## config.mk

```make
export PLATFORM = sky130hd
export DESIGN_NAME = control_sequencer
export DESIGN_NICKNAME = d
export VERILOG_FILES = /design/src/rtl/control_sequencer.sv
export SDC_FILE = /design/constraint.sdc
export NUM_CORES = 1
export LEC_CHECK = 0
export CAP_MARGIN = 20
export CORE_UTILIZATION = 32
export CTS_CLUSTER_SIZE = 28
export DETAILED_ROUTE_END_ITERATION = 8
export HOLD_SLACK_MARGIN = 0.1
export PLACE_DENSITY_LB_ADDON = 0.05
export SLEW_MARGIN = 10
export SYNTH_ARGS = -nofsm -noshare
export SYNTH_HDL_FRONTEND = slang
export SYNTH_SLANG_ARGS = --single-unit
```

## constraint.sdc

```tcl
create_clock -name CLK -period 1.8 [get_ports CLK]
set_clock_uncertainty 0.1 [all_clocks]
set_input_delay 0.27 -clock CLK [delete_from_list [all_inputs] [get_ports CLK]]
set_output_delay 0.27 -clock CLK [all_outputs]
set_load 0.05 [all_outputs]
```

## src/rtl/control_sequencer.sv

```systemverilog
// Microcoded control sequencer: fetch/decode/operand/writeback FSM driving the datapath control word.
// Optional conditional jumps (JZ/JC on opcode 110xxxxx) are enabled by defining SEQ_COND_JUMP_EN.
module control_sequencer #(
   parameter int SZ = 28
) (
   input  logic          CLK,
   input  logic          RST,
   input  logic [7:0]    ibus,
   input  logic          mem_ready,
   input  logic [7:0]    flags,
   output logic [SZ-1:0] CS_bus,
   output logic          halted
);

   localparam int B_ADD      = 0;
   localparam int B_COMP     = 1;
   localparam int B_SUB      = 2;
   localparam int B_XORR     = 3;
   localparam int B_ANDD     = 4;
   localparam int B_ORR      = 5;
   localparam int B_ACC_IN   = 6;
   localparam int B_PC_OUT   = 8;
   localparam int B_PC_INC   = 9;
   localparam int B_PC_IN    = 10;
   localparam int B_MAR_IN   = 11;
   localparam int B_MEM_RD   = 12;
   localparam int B_IR_IN    = 13;
   localparam int B_Z_OUT    = 25;

   typedef enum logic [2:0] {F1, F2, DEC, O1, O2, WB, HALT} state_t;

   state_t        state_q;
   logic [7:0]    opcode_q;
   logic          cond_q;
   logic [2:0]    op_cls_s;
   logic          is_jump_s;
   logic [SZ-1:0] cs_s;
   logic          unused_s;

   assign op_cls_s = opcode_q[7:5];
   assign unused_s = ^{flags[7], flags[5:1], opcode_q[4:1]};

`ifdef SEQ_COND_JUMP_EN
   assign is_jump_s = (op_cls_s == 3'b110);
`else
   assign is_jump_s = 1'b0;
`endif

   // State, opcode latch and jump-condition sample
   always_ff @(posedge CLK) begin
      if (RST) begin
         state_q  <= F1;
         opcode_q <= 8'h00;
         cond_q   <= 1'b0;
      end else begin
         case (state_q)
            F1: state_q <= F2;
            F2: begin
               if (mem_ready) begin
                  opcode_q <= ibus;
                  state_q  <= DEC;
               end
            end
            DEC: begin
               // bit 0 selects JC (carry) over JZ (zero)
               cond_q <= opcode_q[0] ? flags[0] : flags[6];
               if (op_cls_s == 3'b111) begin
                  state_q <= opcode_q[0] ? HALT : F1;
               end else if (op_cls_s == 3'b110) begin
                  state_q <= is_jump_s ? O1 : F1;
               end else begin
                  state_q <= O1;
               end
            end
            O1: state_q <= O2;
            O2: begin
               if (mem_ready) begin
                  state_q <= is_jump_s ? F1 : WB;
               end
            end
            WB:      state_q <= F1;
            HALT:    state_q <= HALT;
            default: state_q <= F1;
         endcase
      end
   end

   // Control word decode; mem_ready gates the single-cycle latch strobes
   always_comb begin
      cs_s = '0;
      if (RST) begin
         cs_s = '0;
      end else begin
         case (state_q)
            F1, O1: begin
               cs_s[B_PC_OUT] = 1'b1;
               cs_s[B_MAR_IN] = 1'b1;
            end
            F2: begin
               cs_s[B_MEM_RD] = 1'b1;
               if (mem_ready) begin
                  cs_s[B_IR_IN]  = 1'b1;
                  cs_s[B_PC_INC] = 1'b1;
               end else begin
                  cs_s[B_IR_IN]  = 1'b0;
               end
            end
            O2: begin
               cs_s[B_MEM_RD] = 1'b1;
               if (mem_ready) begin
                  if (is_jump_s) begin
                     if (cond_q) begin
                        cs_s[B_PC_IN]  = 1'b1;
                     end else begin
                        cs_s[B_PC_INC] = 1'b1;
                     end
                  end else begin
                     cs_s[B_PC_INC] = 1'b1;
                     case (op_cls_s)
                        3'b000: cs_s[B_ADD]  = 1'b1;
                        3'b001: cs_s[B_SUB]  = 1'b1;
                        3'b010: cs_s[B_XORR] = 1'b1;
                        3'b011: cs_s[B_ANDD] = 1'b1;
                        3'b100: cs_s[B_ORR]  = 1'b1;
                        3'b101: begin
                           cs_s[B_SUB]  = 1'b1;
                           cs_s[B_COMP] = 1'b1;
                        end
                        default: cs_s[B_ADD] = 1'b0;
                     endcase
                  end
               end else begin
                  cs_s[B_PC_INC] = 1'b0;
               end
            end
            WB: begin
               if (op_cls_s != 3'b101) begin
                  cs_s[B_Z_OUT]  = 1'b1;
                  cs_s[B_ACC_IN] = 1'b1;
               end else begin
                  cs_s[B_Z_OUT]  = 1'b0;
               end
            end
            default: cs_s = '0;
         endcase
      end
   end

   assign CS_bus = cs_s;
   assign halted = (state_q == HALT) && !RST;

endmodule

```

==> impl_results.md <==
* Dpl cells at 126
* Part of the cycle the worst path needs at 110.0%
* Clock network fraction of total power at 21.9%
* Layout area overhead at 87.35%
* Dpl hpwl at 1051 um
* Vias in the first global route at 512
* Slowest CP cell: or4b_4
* Max Clk Rate at 505.1 MHz
* Setup slack after layout at -0.1797 ns
* Post-synth EDFFs at 0
* Core area at 1764 um^2
* Outcome: finished, violations left
* Flops & latches, synth at 7
* Num Clock Sinks at 7
* Die X at 45.77 um
* Cell taking the most area after synthesis: dfxtp_1
* WHS at 0.4227 ns
* Sw power at 272.3 uW
* Crit path largest cell delay at 0.55 ns
* Mapped Area at 613.1 um^2
* Kind of critical path: reg -> out
* Pins Over Slew Limit at 0
* Startpoint types: flip-flop
* RSZ-0062 raised after global routing: yes
* CTS tree: done
* Final Hold Fails at 0
* Die area at 2095 um^2
* Routed vias/inst at 4.354
* Via count at 566
* Min-delay src: opcode_q[0]
* Top FF cell, synth: dfxtp_1
* Count leader, synth: buf_4
* P_int at 380.3 uW
* Ys Warns at 0
* Num rows at 15
* Worst path cell trace: nand2b_4 > or4b_4 > nor3b_4 > buf_12
* # hold bufs at CTS at 0
* First-pass GRT wire length at 2166 um
* Reg area at 143.9 um^2
* Pwr Density at 568.1 nW/um^2
* Drt pass-1 iters at 4
* Number of fill cells in the layout at 149
* Layout net count at 125
* Largest net degree at the start of global routing at 12
* Critical path data arrival time at 1.61 ns
* CP max FO at 2
* Failing checks: negative setup slack
* Leakage at 0.4683 nW
* Critical path required time at 1.43 ns
* Top-level I/O count at 48
* Worst-Skew Late Latency at 0.25 ns
* Mean Syn Cell Area at 8.175 um^2
* Sw frac at 41.72%
* Die Y at 45.77 um
* Postcts setup bufs at 0
* Post-Syn Instances at 75
* Antenna Cells at 0
* CTS clk-pin slew, worst paths at 0.06 ns
* Port buffer count at 20
* Remaining Overflow, GRT at 0
* Logic gate share of total power at 50.4%
* Proportion of layout cells with a drive suffix above 1 at 51.43%
* CTS max path bufs at 2
* Post-route insts no fill at 130
* Number of remaining DRC errors at 0
* Layout Utilization at 65.11%
* Fraction of registers with async set/reset at 0%
* Maximum VDD drop at 0.3849 mV
* Wirelength per Cell at 10.10 um
* Clock root cell: clkbuf_4
* CP startpoint: state_q[2]
* Total wire length at 1313 um
* Setup slack, reg-to-reg at 0.32 ns
* Library cells used by synthesis at 30
* H-tree depth at 1
* Final setup vio count at 5
* Power, Total at 652.6 uW
* Area share of the largest cell type after synthesis at 22.86%
* Placement Setup Slack at -0.3625 ns
* Worst min-delay path class: reg -> reg
* Register area share after synthesis at 22.86%
* RR Startpoint: opcode_q[7]
* Initial core utilization at 34.75%
* 1st-iter DRT viols at 7
* Top post-synthesis cells by count: buf_4 (18), dfxtp_1 (7), nor2_1 (7)
* Initial antenna violation count at 0
* Gr usage total at 14.72%
* Synth area leaders: dfxtp_1 (23%), buf_4 (22%), mux2i_1 (6.5%), nor3_1 (4.9%), nor2_1 (4.3%)
* Kind of end point of the critical path: primary output
* Power share of the sequential group at 27.7%
* Cts bufs inserted at 3
* Final min period at 1.980 ns
* Post-route ant nets at 0
* Routability congestion estimate at 0.7900
* Maxcap violations at 0
* Multi-input combinational cell area at 464.2 um^2
## layer usage
metal,up-vias,track usage (%),wire [um]
met5,-,0,0
met4,0,7.059,8
met3,2,2.381,35
met2,15,23.43,682
met1,265,19.23,586
li1,284,-,-
## through the flow
stage          cell area [um^2]  TNS, ns
6_report                   1149  -0.5454
5_1_grt                    1149  -0.9994
4_1_cts                    1149  -0.6127
3_5_place_dp               1079   -2.509
3_3_place_gp               1079   -2.470
2_1_floorplan             759.5  -0.3436
## repair_timing
item,CTS,global route
endpoints found under the setup margin,9,9
endpoints found under the hold margin,0,0
pin swaps,5,3
resized for setup,13,0
## registers in the layout, summed over array words and instances (netlist names)
register / flops
opcode_q: 4
state_q: 3
## power by group through the flow
| stage | registers [mW] | clock network (mW) | logic [mW] |
|---|---|---|---|
| after floorplan | 0.181 | 0 | 0.245 |
| after global placement | 0.183 | 0 | 0.320 |
| after detailed placement | 0.183 | 0 | 0.322 |
| after CTS | 0.181 | 0.147 | 0.331 |
| after global routing | 0.182 | 0.153 | 0.347 |
| final | 0.181 | 0.143 | 0.329 |
## cell usage in the layout (no fill, tap or decap)
master / netlist / final
nor3b_4: 0 / 2
dlygate4sd2_1: 0 / 2
nor4_4: 0 / 1
conb_1: 1 / 15
o31ai_1: 1 / 1
buf_4: 18 / 11
xor2_1: 1 / 1
inv_1: 2 / 2
dfxtp_1: 7 / 4
dfxtp_2: 0 / 3
nor2_1: 7 / 7
clkdlybuf4s50_1: 0 / 4
clkbuf_4: 0 / 3
nand2_1: 2 / 2
a21oi_1: 4 / 4
and2_4: 0 / 2
and4bb_2: 1 / 1
a311o_1: 1 / 1
buf_12: 0 / 15
and3_4: 0 / 1
nand2b_4: 1 / 2
buf_6: 2 / 3
clkinv_2: 0 / 1
nand3_1: 1 / 1
a2111oi_0: 1 / 1
nor4b_4: 0 / 1
mux2i_1: 4 / 4
nor3_2: 0 / 2
or4b_4: 1 / 1
nor3_1: 6 / 1
and4_1: 1 / 1
and3b_2: 0 / 1
xnor2_2: 0 / 1
nor3_4: 0 / 3
## cells by family after synthesis
group	synth area share [%]
flops	22.86
other cells	0.6117
xor+xnor	2.858
mux	6.531
compound gates	7.552
buf+inv	29.18
simple gates	30.41
## path summary, 6_finish.rpt
kind	endpoint	cells after the start
max	CS_bus[4]	4
min reg2reg	opcode_q[0]	2
max reg2reg	state_q[2]	4
min	opcode_q[0]	2
## critical path, delay by kind of cell (launching register included)
kind | cells | cell delay (ns)
buffers and inverters | 1 | 0.16
flip-flops | 1 | 0.36
AND/OR/NAND/NOR | 3 | 0.84
## layout make-up
type | count | area share, %
Clock inverter | 1 | 0.4357
Sequential cell | 7 | 12.53
Tap cell | 25 | 2.723
Clock buffer | 3 | 1.961
Inverter | 2 | 0.6536
Timing Repair Buffer | 35 | 41.29
Multi-Input combinational cell | 57 | 40.41
No activity file was read; power rests on OpenSTA's default activity.
==> RTL edit: new RTL, config.mk and constraints unchanged <==
Build with the macro `SEQ_COND_JUMP_EN` defined.
--- a/src/rtl/control_sequencer.sv
+++ b/src/rtl/control_sequencer.sv
@@ -1,5 +1,7 @@
 // Microcoded control sequencer: fetch/decode/operand/writeback FSM driving the datapath control word.
 // Optional conditional jumps (JZ/JC on opcode 110xxxxx) are enabled by defining SEQ_COND_JUMP_EN.
+`define SEQ_COND_JUMP_EN
+
 module control_sequencer #(
    parameter int SZ = 28
 ) (
Formal check against the unedited RTL: not equivalent (a bounded check fails within 10 cycles, from zero or initial values and one cycle with RST high).
==> RTL edit against the original RTL <==
  * The run still ends with setup timing left
  * Sequential power is 11% higher
  * Setup slack worse by 0.083 ns
  * Total power is 0.51% lower
  * Count of clock-buffer cells in the layout stayed put
  * Maximum frequency is 4.0% lower
  * Worst hold slack better by 0.0078 ns
  * Routed wire length is 44% higher
  * Design area is 18% higher
  * Critical path depth stayed put
  * Area after synthesis is 16% higher
  * Via count is 36% higher
  * Cell count is 23% higher
  * Sequential cell count is 1 higher
  * Largest power group unchanged
==> RTL edit: results (changes against the original RTL) <==
Place
  – Routability cong.: 0.7930 (+0.38%)
  – DP HPWL: 1328 µm (+26%)
  – Buffers on Ports: 23 (+15%)
  – Post-DP Area: 1184 µm² (+9.7%)
  – Dpl ws: -0.4817 ns (-0.1192 ns)

Global routing
  – Pin count of the biggest net entering global routing: 13 (+1)
  – Antenna violations before repair: 0 (unchanged)
  – Total Routing Usage GR: 16.29% (+1.6 points)
  – First-pass GRT wire length: 3015 µm (+39%)
  – Vias in the first global route: 694 (+36%)

CTS
  – H-Tree Depth: 1 (unchanged)
  – CTS clock-pin slew for the worst setup and hold paths: 0.06 ns (about the same)
  – Clock tree root buffer cell: clkbuf_4
  – Worst-skew pair later-pin latency: around 0.26 ns
  – CTS buffer count: 3 (unchanged)
  – CTS Buffer Depth: 2 (unchanged)

Layout
  – Antenna Cells: 0 (unchanged)
  – Biggest regs: opcode_q (4), state_q (3), cond_q (1)
  – Fin nets: 154 (+23%)
  – Layout cell share with drive strength beyond 1: 48.12% (-3.3 points)
  – Final Non-Filler Cells: 160 (+23%)

Logic synthesis
  – Synth cell count leaders: buf_4, dfxtp_1, nand2_1, nor2_1, a21oi_1
  – Synth unique cells: 32 (+6.7%)
  – Post-Syn Area per Cell: 7.455 µm² (-8.8%)
  – Asr flop ratio synth: 0% (unchanged)
  – Synth area leaders: dfxtp_1, buf_4, a21oi_1
  – Seq/Total Area, Yosys: 22.61% (-0.24 points)
  – Syn. warnings: 0 (unchanged)

Job
  – # Max-Cap Violations: 0 (unchanged)

Routing
  – Starting DRT DRC Count: 16 (+9)
  – Final wirelength: 1893 µm (+44%)
  – DRT Pass-1 Iters: 4 (unchanged)
  – Vias/cell: 4.806 (+10%)

Run status
  – Status: finished with violations
  – Failing checks: setup timing

Timing
  – Final Setup Violations: 8 (+3)
  – Hold Vio Cnt, Final: 0 (unchanged)
  – Worst Setup Slack, final: -0.2623 ns (-0.08263 ns)
  – Setup TNS: -0.8957 ns (-0.3503 ns)

Worst setup path
  – CP Data Arrival Time: 1.69 ns (+0.08 ns)
  – CP top delay family: simple AND/OR/NAND/NOR gates
  – Slowest stage cell, crit path: or3b_4
  – CP Max Fanout: 2 (unchanged)
  – CP peak stage delay: 0.37 ns (-0.18 ns)

Min path
  – Worst hold path class: reg -> reg

Power
  – Pleak: 0.5172 nW (+10%)
  – Max VDD drop: 0.4216 mV (+9.6%)
## RTL edit: power by group
group | internal (mW) | total, mW | switching (mW)
Clock | 0.0764 | 0.138 | 0.0620
Combinational | 0.128 | 0.310 | 0.182
Sequential | 0.189 | 0.201 | 0.0123
Total | 0.393 | 0.649 | 0.256
## RTL edit: area by class of cell
cell class | instances | area, µm²
inverters | 2 | 7.507
multi-input cells | 76 | 575.6
clock buffers | 3 | 22.52
well taps | 27 | 33.78
fillers | 179 | 663.1
repair buffers | 44 | 554.3
flip-flops and latches | 8 | 165.2
## RTL edit: timing repair
action	4_1_cts	5_1_grt
pin swaps	5	8
gates cloned	0	0
buffers inserted	4	6
setup endpoints to repair	14	11
gates resized for setup	14	11
## RTL edit: worst register-to-register path, delay by kind of cell, from the launching register on
kind	cells	cell delay [ns]
buffers and inverters	3	0.39
flip-flops	1	0.32
AND/OR/NAND/NOR	1	0.33
AO/OA/AOI/OAI	1	0.22
## RTL edit: logic make-up after synthesis
| kind of cell | share of synthesized area, % |
|---|---|
| buffers and inverters | 21.38 |
| muxes | 2.827 |
| DFF | 22.61 |
| and+or+nand+nor | 35.52 |
| other | 0.5295 |
| AOI/OAI and AO/OA | 17.14 |
## RTL edit: final timing paths
kind	slack (ns)	startpoint	cells after the start	endpoint
max	-0.26	state_q[1]	4	CS_bus[3]
min	0.43	cond_q	2	cond_q
max reg2reg	0.33	state_q[1]	5	state_q[0]
min reg2reg	0.43	cond_q	2	cond_q
## RTL edit: per-layer routing
metal | vias up | GRT usage (%) | routed length [µm]
met1 | 359 | 19.06 | 818
met5 | - | 0 | 0
li1 | 379 | - | -
met2 | 27 | 27.08 | 969
met3 | 4 | 2.804 | 75
met4 | 0 | 10.78 | 29
